<file path="config.mk">
export PLATFORM = sky130hd
export DESIGN_NAME = pipeline_mem_stage
export DESIGN_NICKNAME = d
export VERILOG_FILES = /design/src/rtl/pipeline_defines.sv /design/src/rtl/mem_lane_align.sv /design/src/rtl/pipeline_mem_stage.sv
export SDC_FILE = /design/constraint.sdc
export NUM_CORES = 1
export LEC_CHECK = 0
export ABC_AREA = 1
export CORE_AREA = 4 4 240 242
export DETAILED_ROUTE_END_ITERATION = 10
export DIE_AREA = 0 0 244 246
export GPL_TIMING_DRIVEN = 0
export PLACE_DENSITY_LB_ADDON = 0.12
export RECOVER_POWER = 25
export SLEW_MARGIN = 20
export SYNTH_ARGS = -nofsm -noshare
export SYNTH_HDL_FRONTEND = slang
export SYNTH_SLANG_ARGS = --single-unit
</file>
<file path="constraint.sdc">
create_clock -name clk -period 2.45 [get_ports clk]
set_clock_uncertainty 0.1 [all_clocks]
set_input_delay 0.3675 -clock clk [delete_from_list [all_inputs] [get_ports clk]]
set_output_delay 0.3675 -clock clk [all_outputs]
set_load 0.005 [all_outputs]
</file>
<file path="src/rtl/pipeline_defines.sv">
// Shared pipeline definitions used by the ID decoder, EX stage and MEM stage.
//   - dm_rd_ctrl / dm_wr_ctrl encodings for loads and stores
//   - MEM-stage bus FSM state type
//   - mem_fault(): misalignment / illegal-combination check for a memory op
package pipeline_defines;

    // Load types carried on dm_rd_ctrl
    localparam logic [2:0] DM_RD_NONE = 3'd0;
    localparam logic [2:0] DM_LB      = 3'd1;
    localparam logic [2:0] DM_LBU     = 3'd2;
    localparam logic [2:0] DM_LH      = 3'd3;
    localparam logic [2:0] DM_LHU     = 3'd4;
    localparam logic [2:0] DM_LW      = 3'd5;
    localparam logic [2:0] DM_LWU     = 3'd6;
    localparam logic [2:0] DM_LD      = 3'd7;

    // Store types carried on dm_wr_ctrl; 5..7 are illegal
    localparam logic [2:0] DM_WR_NONE = 3'd0;
    localparam logic [2:0] DM_SB      = 3'd1;
    localparam logic [2:0] DM_SH      = 3'd2;
    localparam logic [2:0] DM_SW      = 3'd3;
    localparam logic [2:0] DM_SD      = 3'd4;

    // MEM-stage bus FSM
    typedef enum logic [1:0] {
        MEM_IDLE = 2'd0,   // no access outstanding
        MEM_WAIT = 2'd1,   // request issued, waiting for dm_ack
        MEM_HOLD = 2'd2    // data returned while pipeline stalled, buffered
    } mem_state_t;

    // A memory op faults when its offset is not naturally aligned for its
    // size, when it is both a load and a store, or when the store type is
    // one of the unused encodings.
    function automatic logic mem_fault(input logic [2:0] rd_ctrl,
                                       input logic [2:0] wr_ctrl,
                                       input logic [2:0] off);
        logic f;
        f = (rd_ctrl != DM_RD_NONE) && (wr_ctrl != DM_WR_NONE);
        case (rd_ctrl)
            DM_LH, DM_LHU: f |= (off[0] != 1'b0);
            DM_LW, DM_LWU: f |= (off[1:0] != 2'b00);
            DM_LD:         f |= (off != 3'b000);
            default:       ;
        endcase
        case (wr_ctrl)
            DM_SH:             f |= (off[0] != 1'b0);
            DM_SW:             f |= (off[1:0] != 2'b00);
            DM_SD:             f |= (off != 3'b000);
            3'd5, 3'd6, 3'd7:  f = 1'b1;
            default:           ;
        endcase
        return f;
    endfunction

endpackage

</file>
<file path="src/rtl/mem_lane_align.sv">
// Byte-lane alignment for the 64-bit data-memory bus (purely combinational).
//   off        in   byte offset within the doubleword
//   rd_ctrl    in   load type
//   wr_ctrl    in   store type
//   store_data in   store source register value
//   rdata      in   doubleword returned by memory
//   wdata      out  store data replicated across all lanes of its size
//   wstrb      out  byte write strobes (0 when not a legal store type)
//   load_data  out  extracted and sign/zero-extended load value (0 if not a load)
module mem_lane_align
    import pipeline_defines::*;
(
    input  logic [2:0]  off,
    input  logic [2:0]  rd_ctrl,
    input  logic [2:0]  wr_ctrl,
    input  logic [63:0] store_data,
    input  logic [63:0] rdata,
    output logic [63:0] wdata,
    output logic [7:0]  wstrb,
    output logic [63:0] load_data
);

    // Addressed byte moved down to lane 0
    logic [63:0] lane;
    assign lane = rdata >> {off, 3'b000};

    always_comb begin
        // NOTE: every output gets a default before the case so no path leaves
        // it unassigned, which would otherwise infer a latch.
        wdata = store_data;
        wstrb = 8'h00;
        case (wr_ctrl)
            DM_SB: begin
                wdata = {8{store_data[7:0]}};
                wstrb = 8'h01 << off;
            end
            DM_SH: begin
                wdata = {4{store_data[15:0]}};
                wstrb = 8'h03 << off;
            end
            DM_SW: begin
                wdata = {2{store_data[31:0]}};
                wstrb = 8'h0F << off;
            end
            DM_SD:   wstrb = 8'hFF;
            default: ;
        endcase
    end

    always_comb begin
        load_data = '0;
        case (rd_ctrl)
            DM_LB:   load_data = {{56{lane[7]}},  lane[7:0]};
            DM_LBU:  load_data = {56'd0,          lane[7:0]};
            DM_LH:   load_data = {{48{lane[15]}}, lane[15:0]};
            DM_LHU:  load_data = {48'd0,          lane[15:0]};
            DM_LW:   load_data = {{32{lane[31]}}, lane[31:0]};
            DM_LWU:  load_data = {32'd0,          lane[31:0]};
            DM_LD:   load_data = lane;
            default: ;
        endcase
    end

endmodule

</file>
<file path="src/rtl/pipeline_mem_stage.sv">
// Memory-access stage of the 5-stage RV64 pipeline.
// Issues one req/ack transaction per load/store, formats lanes, flags
// misaligned/illegal ops, and drives the registered MEM/WB register.
//   clk, reset            clock, asynchronous active-low reset
//   stall_in              stall from the hazard unit (does not include mem_stall)
//   alu_result_EX, pc_MEM, reg_data2_MEM, rd_MEM,
//   rf_wr_en_EX, rf_wr_sel_EX, dm_rd_ctrl_EX, dm_wr_ctrl_EX   EX/MEM register
//   dm_req, dm_we, dm_addr, dm_wdata, dm_wstrb, dm_ack, dm_rdata  data bus
//   mem_stall             freezes IF..MEM while an access is outstanding
//   *_WB                  registered MEM/WB outputs
module pipeline_mem_stage
    import pipeline_defines::*;
#(
    parameter int XLEN = 64
) (
    input  logic            clk,
    input  logic            reset,
    input  logic            stall_in,
    input  logic [XLEN-1:0] alu_result_EX,
    input  logic [XLEN-1:0] pc_MEM,
    input  logic [XLEN-1:0] reg_data2_MEM,
    input  logic [4:0]      rd_MEM,
    input  logic            rf_wr_en_EX,
    input  logic [1:0]      rf_wr_sel_EX,
    input  logic [2:0]      dm_rd_ctrl_EX,
    input  logic [2:0]      dm_wr_ctrl_EX,
    output logic            dm_req,
    output logic            dm_we,
    output logic [XLEN-1:0] dm_addr,
    output logic [XLEN-1:0] dm_wdata,
    output logic [7:0]      dm_wstrb,
    input  logic            dm_ack,
    input  logic [XLEN-1:0] dm_rdata,
    output logic            mem_stall,
    output logic [XLEN-1:0] pc_WB,
    output logic [XLEN-1:0] alu_result_WB,
    output logic [XLEN-1:0] mem_data_WB,
    output logic [4:0]      rd_WB,
    output logic            rf_wr_en_WB,
    output logic [1:0]      rf_wr_sel_WB,
    output logic            misalign_WB
);

    logic [2:0]      off;
    logic            fault;
    logic            access;
    mem_state_t      state, state_next;
    logic            buf_load;
    logic [XLEN-1:0] load_data;
    logic [XLEN-1:0] load_buf;
    logic [XLEN-1:0] mem_data_cap;

    assign off    = alu_result_EX[2:0];
    assign fault  = mem_fault(dm_rd_ctrl_EX, dm_wr_ctrl_EX, off);
    assign access = ((dm_rd_ctrl_EX != DM_RD_NONE) || (dm_wr_ctrl_EX != DM_WR_NONE)) && !fault;

    // Address, direction and lane data are pure functions of the frozen
    // EX/MEM register, so they stay stable for as long as dm_req is held.
    assign dm_addr = {alu_result_EX[XLEN-1:3], 3'b000};
    assign dm_we   = (dm_wr_ctrl_EX != DM_WR_NONE);

    mem_lane_align u_align (
        .off        (off),
        .rd_ctrl    (dm_rd_ctrl_EX),
        .wr_ctrl    (dm_wr_ctrl_EX),
        .store_data (reg_data2_MEM),
        .rdata      (dm_rdata),
        .wdata      (dm_wdata),
        .wstrb      (dm_wstrb),
        .load_data  (load_data)
    );

    always_ff @(posedge clk or negedge reset) begin
        // NOTE: sequential state uses non-blocking assignments so every flop
        // samples the values from before the edge.
        if (!reset) state <= MEM_IDLE;
        else        state <= state_next;
    end

    // dm_ack is only honoured while dm_req is high; a spurious ack in HOLD or
    // with no access pending falls through without effect.
    always_comb begin
        state_next = state;
        dm_req     = 1'b0;
        mem_stall  = 1'b0;
        buf_load   = 1'b0;
        case (state)
            MEM_IDLE, MEM_WAIT: begin
                dm_req    = access;
                mem_stall = access && !dm_ack;
                if (access && dm_ack) begin
                    if (stall_in) begin
                        buf_load   = 1'b1;
                        state_next = MEM_HOLD;
                    end else begin
                        state_next = MEM_IDLE;
                    end
                end else if (access) begin
                    state_next = MEM_WAIT;
                end else begin
                    state_next = MEM_IDLE;
                end
            end
            MEM_HOLD: begin
                mem_stall = stall_in;
                if (!stall_in) state_next = MEM_IDLE;
            end
            default: state_next = MEM_IDLE;
        endcase
    end

    // Data returned during a pipeline stall is replayed from the buffer.
    assign mem_data_cap = !access             ? '0 :
                          (state == MEM_HOLD) ? load_buf : load_data;

    always_ff @(posedge clk or negedge reset) begin
        if (!reset) begin
            pc_WB         <= '0;
            alu_result_WB <= '0;
            mem_data_WB   <= '0;
            rd_WB         <= '0;
            rf_wr_en_WB   <= 1'b0;
            rf_wr_sel_WB  <= '0;
            misalign_WB   <= 1'b0;
            // NOTE: the load buffer is a single register, not a memory array,
            // so it is cleared by reset along with the rest of the state.
            load_buf      <= '0;
        end else begin
            if (buf_load) load_buf <= load_data;
            if (!stall_in) begin
                if (mem_stall) begin
                    // Bubble: WB must not commit anything while waiting
                    rf_wr_en_WB <= 1'b0;
                    rd_WB       <= '0;
                    misalign_WB <= 1'b0;
                end else begin
                    pc_WB         <= pc_MEM;
                    alu_result_WB <= alu_result_EX;
                    mem_data_WB   <= mem_data_cap;
                    rd_WB         <= rd_MEM;
                    rf_wr_en_WB   <= rf_wr_en_EX && !fault;
                    rf_wr_sel_WB  <= rf_wr_sel_EX;
                    misalign_WB   <= fault;
                end
            end
        end
    end

endmodule

</file>
==> results.json, run 1 <==
{
  "cts_tree": "yes",
  "htree_levels": 2,
  "drv_slew": 0,
  "cts_made_buffers": 35,
  "grt_pass1_vias": 17500,
  "drc_errors": 0,
  "peakVddDrop_v": 0.000425,
  "port_buffers": 609,
  "cp_cell_sequence": "clkdlybuf4s50_1, inv_1, nor2_4, a21oi_1, nand2_1, clkdlybuf4s50_1",
  "path_common_cell": "clkdlybuf4s50_1",
  "avgSynthCellArea_um2": 6.91,
  "ys_ff_latch": 267,
  "via_per_inst": 4.78,
  "synthDistinctLibCells": 25,
  "fmax_mhz": 423,
  "p_leak_nw": 11.9,
  "min_path_type": "in -> reg",
  "rows": 86,
  "grt_busiest_layer": "met2",
  "num_vias": 17400,
  "finalWorstSetupSlack_ns": 0.0885,
  "maxSlewHeadroom_pct": 13.5,
  "wirelength_um": 79400,
  "seq_area_frac_synth_pct": 44.3,
  "die_w_um": 244,
  "clkSinkCount": 267,
  "grt_usage_pct": 25.5,
  "netlist_area_mm2": 0.0151,
  "final_common_cell": "nand2_1",
  "final.min_clock_period_ns": 2.36,
  "period_share_pct": 96.4,
  "crit_path_end_kind": "primary output",
  "layout_common_cells": "926 x nand2_1, 560 x clkdlybuf4s50_1, 267 x dfrtp_1",
  "use_met3_pct": 5.28,
  "setup-violations-final": 0,
  "arrival_ns": 1.89,
  "ys_async_sr_fraction_pct": 100,
  "dpl.hpwl_um": 63400,
  "worstSetupPathType": "in -> out",
  "ios": 614,
  "critPathMaxStageDelay_ns": 0.56,
  "critPathBufInv": 3,
  "drt-initial-drc-count": 1367,
  "drive_gt1_share_pct": 10.1,
  "grt_use_met1_pct": 31.4,
  "synth_edf_count": 0,
  "yosysWarnings": 0,
  "clockBufferDepth": 3,
  "rsz0062_at_grt": "yes",
  "grt.overflow.total": 0,
  "start_kind": "input port",
  "syn_to_final_growth_pct": 59.3,
  "required_ns": 1.98,
  "gr-usage-met2_pct": 45.0,
  "synthFlopType": "dfrtp_1",
  "fillers": 5874,
  "syn_inst": 2183,
  "critPathSlowestCell": "clkdlybuf4s50_1",
  "routedWlPerCell_um": 21.9,
  "cp_max_fo": 3,
  "maxCapViolations": 0,
  "initial_utilization_pct": 27.4,
  "firstDrtPassIters": 5,
  "clkLatencyLatePin_ns": 0.54,
  "globalplace.congestion": 0.957,
  "dp_slack_ns": -1.64,
  "outcome": "finished, final reports clean",
  "die_area_mm2": 0.0600,
  "die_h_um": 246,
  "grt_pass1_wl_um": 116000,
  "cp_top_family": "buffers and inverters",
  "hold_viol": 0,
  "power_mw": 13.6,
  "clockRootBuffer": "clkbuf_16",
  "grt_max_degree": 92,
  "core_mm2": 0.0551,
  "final_nets": 3131,
  "tns_ns": 0,
  "worst_slew_pin_slew_ns": 1.30,
  "clk_pin_slew_ns": 0.06,
  "ant_nets": 0,
  "antenna_found_initial": 9,
  "power.density_mw_per_mm2": 565
}
[final cells by class]
cell class                      instances  area (µm²)  area share, %
Antenna cell                            6        15.0         0.0625
Buffer                                219        1380           5.76
Clock buffer                           52        1010           4.21
Clock inverter                          8         130          0.542
Inverter                               66         265           1.10
Multi-Input combinational cell       1630        7300           30.4
Sequential cell                       267        6680           27.8
Tap cell                              748         936           3.90
Timing Repair Buffer                  638        6290           26.2
[sequential cells by signal, summed over array words and instances (netlist names)]
signal         count
load_buf          64
state              2
misalign_WB        1
rf_wr_en_WB        1
mem_data_WB       64
alu_result_WB     64
rd_WB              5
pc_WB             64
rf_wr_sel_WB       2
[worst register-to-register path, cell delays in order (launching register included)]
cell and delay, ns:
dfrtp_1 0.38, inv_1 0.15, nor2_4 0.08, inv_4 0.20
clkbuf_1 0.55, nand4_1 0.36, nand2_1 0.21, o21ai_0 0.09
[synthesized netlist by cell type, drive strengths merged (14+ instances only)]
cell | n | area share, %
nand4 | 50 | 2.1
o21ai | 154 | 5.1
o211ai | 14 | 0.70
nand3 | 198 | 6.6
a21oi | 71 | 2.4
nand2 | 934 | 23
nor2 | 186 | 4.8
dfrtp | 267 | 44
a221oi | 16 | 0.93
buf | 141 | 6.0
inv | 64 | 1.6
clkbuf | 81 | 2.0
[where the power goes]
part	switching [mW]	total [mW]	internal, mW
clock network	2.02	5.19	3.17
registers	0.228	5.05	4.82
logic	1.71	3.34	1.63
total	3.96	13.6	9.62
[per-layer routing]
layer | routed length (µm) | up-vias
met5 | 28 | -
met2 | 40100 | 573
li1 | - | 8332
met1 | 32000 | 8360
met4 | 2350 | 4
met3 | 4940 | 118
[logic make-up after synthesis]
group | count (synthesis) | share of synthesized area (%)
other | 1 | 0.0249
AO/OA/AOI/OAI | 257 | 9.18
flip-flops | 267 | 44.3
AND/OR/NAND/NOR | 1370 | 36.8
buffers and inverters | 288 | 9.64
[through the flow]
| step | instance area [µm²] | utilization, % | std cells | hold slack [ns] |
|---|---|---|---|---|
| 5_1_grt | 24000 | 43.6 | 3632 | 0.176 |
| 3_3_place_gp | 22100 | 40.1 | 3542 | 0.353 |
| 4_1_cts | 24000 | 43.5 | 3624 | 0.118 |
| 3_5_place_dp | 22200 | 40.3 | 3544 | 0.326 |
| 6_report | 24000 | 43.6 | 3634 | 0.128 |
| 2_1_floorplan | 15100 | - | 2185 | -0.0281 |
[worst paths after layout]
kind / depth (start not counted) / end / slack, ns / startpoint
hold reg to reg: 2 / pc_WB[7] / 0.37 / pc_WB[7]
hold / removal: 3 / rd_WB[1] / 0.13 / stall_in
max in group asynchronous: 3 / pc_WB[7] / 0.30 / reset
min in group asynchronous: 2 / mem_data_WB[41] / 0.55 / reset
setup reg to reg: 7 / mem_data_WB[63] / 0.22 / state[1]
setup / recovery: 6 / dm_wdata[14] / 0.09 / reg_data2_MEM[6]
[what timing repair did]
action / 4_1_cts / 5_1_grt
buffers inserted: 21 / 5
gates cloned: 0 / 0
endpoints found under the hold margin: 86 / 0
pin swaps: 19 / 5
endpoints found under the setup margin: 333 / 247
gates resized for setup: 203 / 29
hold buffers: 1 / 0
(Power assumes the default switching activity.)
==> inputs of run 2 (changes only) <==
- CORE_AREA: 4 4 240 242 -> 4 4 237 239
- CTS_BUF_LIST: default -> sky130_fd_sc_hd__clkbuf_2
- DIE_AREA: 0 0 244 246 -> 0 0 241 243
==> run 2 against run 1 <==
Against the previous run:
- non-clock buffer count grew 154
- maximum frequency shrank 4.5%
- cell count grew 4.8%
- core utilization grew 2.8 points
- sequential cell count is the same
- clock power shrank 33%
- critical path depth shrank 1
- largest power group is now registers
- total power shrank 12%
- the flow now finishes with violations (negative setup slack)
- design area grew 4.0%
- register-to-register slack is essentially flat
- critical path type is now reg -> out
- sequential share of layout area shrank 1.1 points
==> results.json, run 2 (same netlist as run 1, synthesis figures left out) <==
{
  "syn_to_final_growth_pct": 65.6,
  "via_per_inst": 4.77,
  "hold_depth": 8,
  "firstDrtPassIters": 7,
  "grt_pass1_wl_um": 117000,
  "violations": "negative setup slack",
  "dpl.hpwl_um": 62300,
  "min_path_type": "in -> reg",
  "ff2ff_path_depth": 7,
  "worst_slew_pin_slew_ns": 0.772,
  "clkLatencyLatePin_ns": 0.97,
  "cp_max_fo": 26,
  "rows": 85,
  "clkSinkCount": 267,
  "clockRootBuffer": "clkbuf_2",
  "rsz0062_at_grt": "yes",
  "die_h_um": 243,
  "htree_levels": 3,
  "antenna_found_initial": 5,
  "globalplace.congestion": 0.958,
  "grt_usage_pct": 26.3,
  "ant_nets": 0,
  "outcome": "finished with violations",
  "ios": 614,
  "die_area_mm2": 0.0586,
  "critPathBufInv": 3,
  "drive_gt1_share_pct": 11.9,
  "power.density_mw_per_mm2": 476,
  "cp_cell_sequence": "inv_2, nor2_4, inv_8, o21ai_2, buf_2",
  "fillers": 5569,
  "start_kind": "flop",
  "core_mm2": 0.0538,
  "grt_max_degree": 75,
  "p_leak_nw": 13.2,
  "finalInstanceArea_mm2": 0.0250,
  "cts_made_buffers": 77,
  "crit_cells": 5,
  "cp_top_family": "flip-flops",
  "crit_path_end_kind": "primary output",
  "grt_pass1_vias": 18300,
  "drv_slew": 0,
  "hold_viol": 0,
  "clk_pin_slew_ns": 0.09,
  "maxCapViolations": 0,
  "drt-initial-drc-count": 1191,
  "period_share_pct": 101,
  "arrival_ns": 2.01,
  "num_vias": 18200,
  "final_common_cell": "nand2_1",
  "drc_errors": 0,
  "routedWlPerCell_um": 20.9,
  "grt.overflow.total": 0,
  "required_ns": 1.98,
  "worstSetupPathType": "reg -> out",
  "critPathMaxStageDelay_ns": 0.41,
  "initial_utilization_pct": 28.0,
  "final_nets": 3327,
  "critPathSlowestCell": "dfrtp_1",
  "layout_common_cells": "927 x nand2_1, 381 x clkdlybuf4s50_1, 264 x dfrtp_1",
  "place_area_mm2": 0.0221,
  "maxSlewHeadroom_pct": 48.6,
  "peakVddDrop_v": 0.000237,
  "final.min_clock_period_ns": 2.47,
  "fmax_mhz": 404,
  "setup-violations-final": 1,
  "fin_util_pct": 46.4,
  "cts_tree": "yes",
  "timing.hold.ws_ns": 0.144,
  "wirelength_um": 79500,
  "die_w_um": 241,
  "port_buffers": 609,
  "finalWorstSetupSlack_ns": -0.0227,
  "clockBufferDepth": 3
}
run 2: worst register-to-register path, stage by stage, from the launching register on:
cell      delay (ns)
dfrtp_1         0.42
inv_2           0.12
nor2_4          0.06
inv_8           0.16
clkbuf_1        0.54
nand4_1         0.38
nand2_1         0.23
o21ai_0         0.11
run 2: metrics by stage:
step	total power, mW	cells	setup TNS (ns)	setup WS, ns
global route	12.6	3805	-7.08	-0.199
detailed placement	8.37	3493	-366.81	-1.66
global placement	8.34	3490	-3396.53	-11.42
floorplan	6.30	2185	0	0.351
CTS	12.0	3787	-0.334	-0.177
finish	11.9	3807	-0.0227	-0.0227
run 2: cell type report:
class	count	area (µm²)	share of cell area, %
Antenna cell	5	12.5	0.0501
Buffer	215	1370	5.48
Clock buffer	114	571	2.28
Clock inverter	18	131	0.526
Inverter	66	270	1.08
Multi-Input combinational cell	1630	7340	29.4
Sequential cell	267	6690	26.8
Tap cell	696	871	3.49
Timing Repair Buffer	796	7730	30.9
run 2: metal layers:
metal / part of all wire [%] / global-route usage (%) / vias up
li1: - / - / 8746
met5: 0 / 0 / -
met2: 50 / 45.8 / 578
met3: 5.8 / 5.73 / 103
met4: 2.6 / 7.38 / 0
met1: 41 / 32.7 / 8745
run 2: worst paths after layout:
check / startpoint / to / slack, ns
worst max-delay path: state[1] / mem_stall / -0.02
worst min-delay path: alu_result_EX[0] / alu_result_WB[48] / 0.14
worst max register to register: state[1] / mem_data_WB[63] / 0.23
worst min register to register: pc_WB[57] / pc_WB[57] / 0.37
max in group asynchronous: reset / alu_result_WB[41] / 0.07
min in group asynchronous: reset / mem_data_WB[37] / 0.38
run 2: timing repair:
action	in CTS	in global routing
pin swaps	12	12
resized for setup	363	48
setup buffers	25	16
hold endpoints to repair	279	0
hold buffers	142	0
setup endpoints to repair	341	40
gates cloned	1	0
run 2: where the power goes:
group	total [mW]	internal (mW)	leakage [nW]	switching, mW
Clock	3.47	1.44	0.537	2.02
Sequential	5.03	4.81	3.45	0.222
Combinational	3.39	1.65	9.21	1.75
==> inputs of run 3 (changes only) <==
- CAP_MARGIN: default -> 20
==> results of run 3 <==
No change in the layout: final DEF, timing and power equal those of run 2.
